--- config.mk ---
export PLATFORM = sky130hd
export DESIGN_NAME = inst_queue
export DESIGN_NICKNAME = d
export VERILOG_FILES = /design/src/rtl/ib_pkg.sv /design/src/rtl/ib_compact.sv /design/src/rtl/inst_queue.sv
export SDC_FILE = /design/constraint.sdc
export NUM_CORES = 2
export LEC_CHECK = 0
export CELL_PAD_IN_SITES_DETAIL_PLACEMENT = 0
export CELL_PAD_IN_SITES_GLOBAL_PLACEMENT = 1
export CORE_UTILIZATION = 35
export DETAILED_ROUTE_END_ITERATION = 10
export HOLD_SLACK_MARGIN = 0.03
export PLACE_DENSITY_LB_ADDON = 0.05
export REMOVE_ABC_BUFFERS = 1
export SYNTH_ARGS = -nofsm -noshare
export SYNTH_HDL_FRONTEND = slang
export SYNTH_HIERARCHICAL = 1
export SYNTH_SLANG_ARGS = --single-unit
--- constraint.sdc ---
create_clock -name clk -period 20.7 [get_ports clk]
set_clock_uncertainty 0.15 [all_clocks]
set_input_delay 6.21 -clock clk [delete_from_list [all_inputs] [get_ports clk]]
set_output_delay 6.21 -clock clk [all_outputs]
set_load 0.01 [all_outputs]
--- src/rtl/ib_pkg.sv ---
// ----------------------------------------------------------------------------
// ib_pkg
//   Shared definitions for the fetch-to-decode instruction queue.
//   - Default geometry constants (depth, fetch/issue widths, exception code
//     width) used as parameter defaults by inst_queue and ib_compact.
//   - ib_entry_t: one queued instruction with its branch-prediction and
//     fetch-exception side information. The queue never interprets these
//     fields; it only stores and replays them in order.
// ----------------------------------------------------------------------------
package ib_pkg;

    localparam int unsigned IB_DEPTH   = 16;
    localparam int unsigned IB_FETCH_W = 2;
    localparam int unsigned IB_ISSUE_W = 2;
    localparam int unsigned IB_ECODE_W = 6;

    typedef struct packed {
        logic [31:0]           pc;
        logic [31:0]           inst;
        logic                  ptaken;
        logic [31:0]           paddr;
        logic                  excp;
        logic [IB_ECODE_W-1:0] ecode;
    } ib_entry_t;

endpackage

--- src/rtl/ib_compact.sv ---
// ----------------------------------------------------------------------------
// ib_compact
//   Combinational prefix-popcount over the fetch valid mask. Each valid slot
//   is assigned a write offset equal to the number of valid slots below it,
//   so the valid slots land in consecutive queue entries in slot order even
//   when the mask has holes (e.g. 2'b10 stores slot 1 at offset 0).
// Ports
//   valid   in   FETCH_W          per-slot valid, slot 0 oldest
//   offset  out  FETCH_W x OFF_W  write offset of each slot from the tail
//   npush   out  OFF_W            number of valid slots
// ----------------------------------------------------------------------------
module ib_compact
    import ib_pkg::*;
#(
    parameter int unsigned FETCH_W = IB_FETCH_W,
    parameter int unsigned OFF_W   = $clog2(FETCH_W + 1)
) (
    input  logic [FETCH_W-1:0]            valid,
    output logic [FETCH_W-1:0][OFF_W-1:0] offset,
    output logic [OFF_W-1:0]              npush
);

    logic [OFF_W-1:0] acc;

    always_comb begin
        acc    = '0;
        offset = '0;
        for (int unsigned i = 0; i < FETCH_W; i++) begin
            offset[i] = acc;
            acc       = acc + OFF_W'(valid[i]);
        end
        npush = acc;
    end

endmodule

--- src/rtl/inst_queue.sv ---
// ----------------------------------------------------------------------------
// inst_queue
//   Fetch-to-decode instruction queue built on one circular buffer of DEPTH
//   entries. Up to FETCH_W instructions are written per cycle (valid slots
//   compacted in slot order); the oldest ISSUE_W entries are presented
//   combinationally to decode, which pops 0..ISSUE_W of them per cycle.
// Ports
//   clk, rst          clock; synchronous active-high reset
//   flush             discard all entries (redirect), next cycle empty
//   push_valid        per-slot valid, slot 0 oldest
//   push_pc/inst/ptaken/paddr/excp/ecode   per-slot payload (packed, slot i
//                     at bits [i*W +: W])
//   push_ready        free entries >= FETCH_W (depends on count only)
//   out_valid         head entry i present (i < count)
//   out_pc/inst/ptaken/paddr/excp/ecode    head entries, index 0 oldest
//   pop_cnt           entries consumed this cycle
//   count             current occupancy
//   empty, full       count == 0, count == DEPTH
// Notes
//   The storage array has no reset; occupancy alone determines visibility.
//   Pushed data is visible the cycle after the push; there is no bypass.
//   The ecode field width comes from ib_pkg, so ECODE_W must match it.
// ----------------------------------------------------------------------------
module inst_queue
    import ib_pkg::*;
#(
    parameter int unsigned DEPTH   = IB_DEPTH,
    parameter int unsigned FETCH_W = IB_FETCH_W,
    parameter int unsigned ISSUE_W = IB_ISSUE_W,
    parameter int unsigned ECODE_W = IB_ECODE_W
) (
    input  logic                          clk,
    input  logic                          rst,
    input  logic                          flush,

    input  logic [FETCH_W-1:0]            push_valid,
    input  logic [FETCH_W*32-1:0]         push_pc,
    input  logic [FETCH_W*32-1:0]         push_inst,
    input  logic [FETCH_W-1:0]            push_ptaken,
    input  logic [FETCH_W*32-1:0]         push_paddr,
    input  logic [FETCH_W-1:0]            push_excp,
    input  logic [FETCH_W*ECODE_W-1:0]    push_ecode,
    output logic                          push_ready,

    output logic [ISSUE_W-1:0]            out_valid,
    output logic [ISSUE_W*32-1:0]         out_pc,
    output logic [ISSUE_W*32-1:0]         out_inst,
    output logic [ISSUE_W-1:0]            out_ptaken,
    output logic [ISSUE_W*32-1:0]         out_paddr,
    output logic [ISSUE_W-1:0]            out_excp,
    output logic [ISSUE_W*ECODE_W-1:0]    out_ecode,
    input  logic [$clog2(ISSUE_W+1)-1:0]  pop_cnt,

    output logic [$clog2(DEPTH+1)-1:0]    count,
    output logic                          empty,
    output logic                          full
);

    localparam int unsigned PTR_W = $clog2(DEPTH);
    localparam int unsigned CNT_W = $clog2(DEPTH + 1);
    localparam int unsigned POP_W = $clog2(ISSUE_W + 1);
    localparam int unsigned OFF_W = $clog2(FETCH_W + 1);

    ib_entry_t                     mem [DEPTH];
    logic [PTR_W-1:0]              head;
    logic [PTR_W-1:0]              tail;

    logic [FETCH_W-1:0][OFF_W-1:0] wr_off;
    logic [OFF_W-1:0]              npush;
    logic [OFF_W-1:0]              npush_eff;
    logic [POP_W-1:0]              npop;
    logic                          push_fire;

    ib_entry_t                     push_entry [FETCH_W];
    logic [PTR_W-1:0]              wr_idx     [FETCH_W];
    logic [PTR_W-1:0]              rd_idx     [ISSUE_W];

    // ------------------------------------------------------------------
    // Slot compaction
    // ------------------------------------------------------------------
    ib_compact #(
        .FETCH_W (FETCH_W),
        .OFF_W   (OFF_W)
    ) u_compact (
        .valid  (push_valid),
        .offset (wr_off),
        .npush  (npush)
    );

    // ------------------------------------------------------------------
    // Handshake and occupancy status
    // ------------------------------------------------------------------
    always_comb begin
        push_ready = (CNT_W'(DEPTH) - count) >= CNT_W'(FETCH_W);
        push_fire  = push_ready && (|push_valid);
        npush_eff  = push_fire ? npush : '0;
        empty      = (count == '0);
        full       = (count == CNT_W'(DEPTH));
    end

    // Pop amount is clamped to the occupancy so an illegal request can
    // never drive count negative.
    always_comb begin
        if (CNT_W'(pop_cnt) > count) begin
            npop = POP_W'(count);
        end else begin
            npop = pop_cnt;
        end
    end

    // ------------------------------------------------------------------
    // Write path: unpack slots, compute wrapped destination entries
    // ------------------------------------------------------------------
    always_comb begin
        for (int unsigned i = 0; i < FETCH_W; i++) begin
            push_entry[i].pc     = push_pc[i*32 +: 32];
            push_entry[i].inst   = push_inst[i*32 +: 32];
            push_entry[i].ptaken = push_ptaken[i];
            push_entry[i].paddr  = push_paddr[i*32 +: 32];
            push_entry[i].excp   = push_excp[i];
            push_entry[i].ecode  = push_ecode[i*ECODE_W +: ECODE_W];
            // Pointer width truncation provides the modulo-DEPTH wrap, so a
            // pair written at DEPTH-1 splits across DEPTH-1 and 0.
            wr_idx[i]            = tail + PTR_W'(wr_off[i]);
        end
    end

    always_ff @(posedge clk) begin
        if (push_fire && !flush && !rst) begin
            for (int unsigned i = 0; i < FETCH_W; i++) begin
                if (push_valid[i]) begin
                    mem[wr_idx[i]] <= push_entry[i];
                end
            end
        end
    end

    // ------------------------------------------------------------------
    // Pointers and count
    // ------------------------------------------------------------------
    always_ff @(posedge clk) begin
        if (rst) begin
            head  <= '0;
            tail  <= '0;
            count <= '0;
        end else if (flush) begin
            head  <= '0;
            tail  <= '0;
            count <= '0;
        end else begin
            head  <= head + PTR_W'(npop);
            tail  <= tail + PTR_W'(npush_eff);
            count <= count + CNT_W'(npush_eff) - CNT_W'(npop);
        end
    end

    // ------------------------------------------------------------------
    // Read path: oldest ISSUE_W entries, straight from the array
    // ------------------------------------------------------------------
    always_comb begin
        out_valid  = '0;
        out_pc     = '0;
        out_inst   = '0;
        out_ptaken = '0;
        out_paddr  = '0;
        out_excp   = '0;
        out_ecode  = '0;
        for (int unsigned i = 0; i < ISSUE_W; i++) begin
            rd_idx[i]                    = head + PTR_W'(i);
            out_valid[i]                 = CNT_W'(i) < count;
            out_pc[i*32 +: 32]           = mem[rd_idx[i]].pc;
            out_inst[i*32 +: 32]         = mem[rd_idx[i]].inst;
            out_ptaken[i]                = mem[rd_idx[i]].ptaken;
            out_paddr[i*32 +: 32]        = mem[rd_idx[i]].paddr;
            out_excp[i]                  = mem[rd_idx[i]].excp;
            out_ecode[i*ECODE_W +: ECODE_W] = mem[rd_idx[i]].ecode;
        end
    end

    // Decode may only consume entries it is actually shown.
    pop_legal: assert property (@(posedge clk) disable iff (rst)
        (32'(pop_cnt) <= ISSUE_W) && (CNT_W'(pop_cnt) <= count));

endmodule

==> impl_metrics.env <==
export IMPL_cp_end_kind="primary output"
export IMPL_period_share_pct=63.8
export IMPL_die_y_microns=527
export IMPL_fp_dieW_microns=527
export IMPL_holdBufCountCts=0
export IMPL_synth_seq_cells=1677
export IMPL_leakage_nw=31.7
export IMPL_cts_repair_resized=0
export IMPL_hold_violations=0
export IMPL_synth_cell_type_count=51
export IMPL_hpwl_microns=222000
export IMPL_cts_buffers=211
export IMPL_critPathKind="reg2out"
export IMPL_syn_area_per_cell_sq_um=14.8
export IMPL_crit_slowest_cell="dfxtp_4"
export IMPL_worst_pin_slew_ps=1310
export IMPL_core_area_sq_um=274000
export IMPL_multi_input_area_sq_um=42500
export IMPL_clk_pin_slew_ps=60
export IMPL_n_fill_cell=25100
export IMPL_wl_per_cell_microns=42.8
export IMPL_grt_pass1_wl_microns=604000
export IMPL_cp_arrival_ps=6840
export IMPL_cts_setup_buffers=0
export IMPL_rows=192
export IMPL_routed_via_density=7.00
export IMPL_irDropWorstVdd_v=0.000200
export IMPL_total_power_w=0.0108
export IMPL_finalSetupViolCount=0
export IMPL_grt_max_degree=135
export IMPL_initial_core_util_pct=35.2
export IMPL_place_gp_congestion=0.774
export IMPL_cts_sinks=1677
export IMPL_yosys_area_top_type="edfxtp_1"
export IMPL_dieArea_sq_um=278000
export IMPL_hp_class="reg2reg"
export IMPL_cpPeakStageDelay_ps=930
export IMPL_cp_cell_sequence="ha_4 -> buf_12 -> buf_4 -> buf_4 -> mux4_2 -> mux4_2 -> clkdlybuf4s50_1"
export IMPL_synth_main_ff_cell="edfxtp_1"
export IMPL_rsz0062_at_grt="false"
export IMPL_max_cap_viol_count=0
export IMPL_yosysWarnings=6
export IMPL_synthArstFlopShare_pct=0
export IMPL_antenna_found_initial=57
export IMPL_final_nets=6662
export IMPL_ys_seq_area_share_pct=52.0
export IMPL_grt_pass1_vias=72100
export IMPL_p_per_area_nw_per_um2=97.8
export IMPL_finalSetupTns_ps=0
export IMPL_vias=72000
export IMPL_drt_initial_drc_count=9526
export IMPL_final_max_slew_viol_count=0
export IMPL_grt_remaining_overflow=0
export IMPL_crit_path_max_fanout=87
export IMPL_crit_required_ps=14340
export IMPL_ys_top_cells_by_area="edfxtp_1 52%, mux4_2 17%, o2bb2ai_1 15%, mux2i_1 4.3%, o21ai_0 2.8%"
export IMPL_ctsHtreeMaxLevel=4
export IMPL_drc=0
export IMPL_ff_latch_area_sq_um=50200
export IMPL_netlist_area_sq_um=96600
export IMPL_syn_inst=6547
export IMPL_slew_headroom_pct=12.4
export IMPL_grtUsageTotal_pct=30.9
export IMPL_status="finished clean"
export IMPL_area_delta_synth_final_pct=13.8
export IMPL_yosysTopAreaCellShare_pct=51.7
export IMPL_dr_pass1_iters=5
export IMPL_wirelength_microns=441000
export IMPL_ctsRootBufferMaster="clkbuf_16"
export IMPL_clk_latency_ps=900
export IMPL_tritoncts="done"
export IMPL_final_cell_mix="1664 x o2bb2ai_1, 1664 x edfxtp_1, 728 x mux4_2, 515 x o21ai_0, 432 x clkdlybuf4s50_1"
export IMPL_min_period_ps=13200
export IMPL_worst_setup_path_start_kind="flop"
export IMPL_clock_path_buffers=4
export IMPL_synth_edf_count=1664
export IMPL_portBuffers=432
export IMPL_final_layout_size_suffix_gt1_share_pct=18.9
export IMPL_ant_nets=0
export IMPL_boundaryPins=433
export IMPL_fmax_mhz=75.8
-- cell usage after synthesis (2+ instances only) --
cell type,n
o211ai_4,4
nor3b_2,2
nor4b_4,2
nand3_1,5
buf_6,35
and3_1,2
nand2_1,114
dfxtp_1,13
o211ai_2,8
mux2i_1,417
o211ai_1,4
buf_4,16
nand3b_1,3
mux2i_2,2
ha_1,23
a221oi_1,208
nand4_1,2
a22oi_1,104
nor3_2,3
o21ai_0,531
clkbuf_1,535
buf_2,224
edfxtp_1,1664
xor2_1,4
nor2_1,11
and2_1,9
xnor2_1,8
a21oi_1,6
o21ai_1,10
nor2b_1,4
nand4b_1,2
o21a_1,3
mux4_2,728
fa_1,6
a21o_1,2
buf_1,143
inv_1,12
clkbuf_2,2
o2bb2ai_1,1664
-- power breakdown --
part | switching (W) | internal [W] | total, W
clock network | 0.00156 | 0.00209 | 0.00365
logic | 0.00171 | 0.00150 | 0.00320
registers | 0.0000574 | 0.00384 | 0.00390
-- worst max-delay path, delay by kind of cell, from the launching register on --
family                   cells  cell delay (ps)
buffers and inverters        4             2750
adder cells (fa/ha/maj)      1              790
flip-flops                   1              930
multiplexers                 2             1160
-- per-layer routing --
layer / up-vias / part of all wire (%) / global-route usage (%)
met3: 764 / 9.0 / 5.24
li1: 28000 / - / -
met5: - / 0.034 / 0
met1: 38900 / 42 / 43.1
met4: 26 / 3.0 / 9.30
met2: 4327 / 46 / 49.2
-- state kept, by name, indices dropped and copies added, names as in the netlist --
signal and flops:
mem 1664, head 4, tail 4, count 5
-- through the flow --
step / instances / util (%) / setup slack (ps) / area (sq um) / hold WS [ps]
after floorplan: 5594 / - / -32260 / 92400 / 436
after global placement: 9891 / 37.7 / 8270 / 103000 / 502
after detailed placement: 9891 / 37.7 / 8230 / 103000 / 507
after CTS: 10300 / 40.1 / 7240 / 110000 / 525
after global routing: 10300 / 40.1 / 7070 / 110000 / 547
final: 10300 / 40.1 / 7500 / 110000 / 529
-- final timing paths --
kind	slack, ps	to	cells past startpoint	startpoint
worst min-delay path	530	tail[0]	2	tail[0]
worst min register to register	530	tail[0]	2	tail[0]
worst max-delay path	7500	out_inst[46]	7	head[1]
worst max register to register	14590	mem[13][11]	11	count[1]
-- kinds of logic after synthesis --
kind of cell / count (synthesis) / synth area share (%)
AOI/OAI and AO/OA: 2548 / 20.9
xor gates and xnor gates: 12 / 0.109
adders and majority gates: 29 / 0.422
buffers and inverters: 968 / 4.39
DFF: 1677 / 52.0
muxes: 1148 / 21.3
other: 1 / 0.00388
and+or+nand+nor: 164 / 0.806
-- layout make-up --
type,instances,share of cell area [%]
clock buffers,261,5.05
clock inverters,118,0.901
flip-flops and latches,1677,45.7
repair buffers,611,5.38
multi-input cells,3904,38.7
well taps,3686,4.20
diodes,15,0.0341
inverters,13,0.0512
No activity file was read; power rests on OpenSTA's default activity.
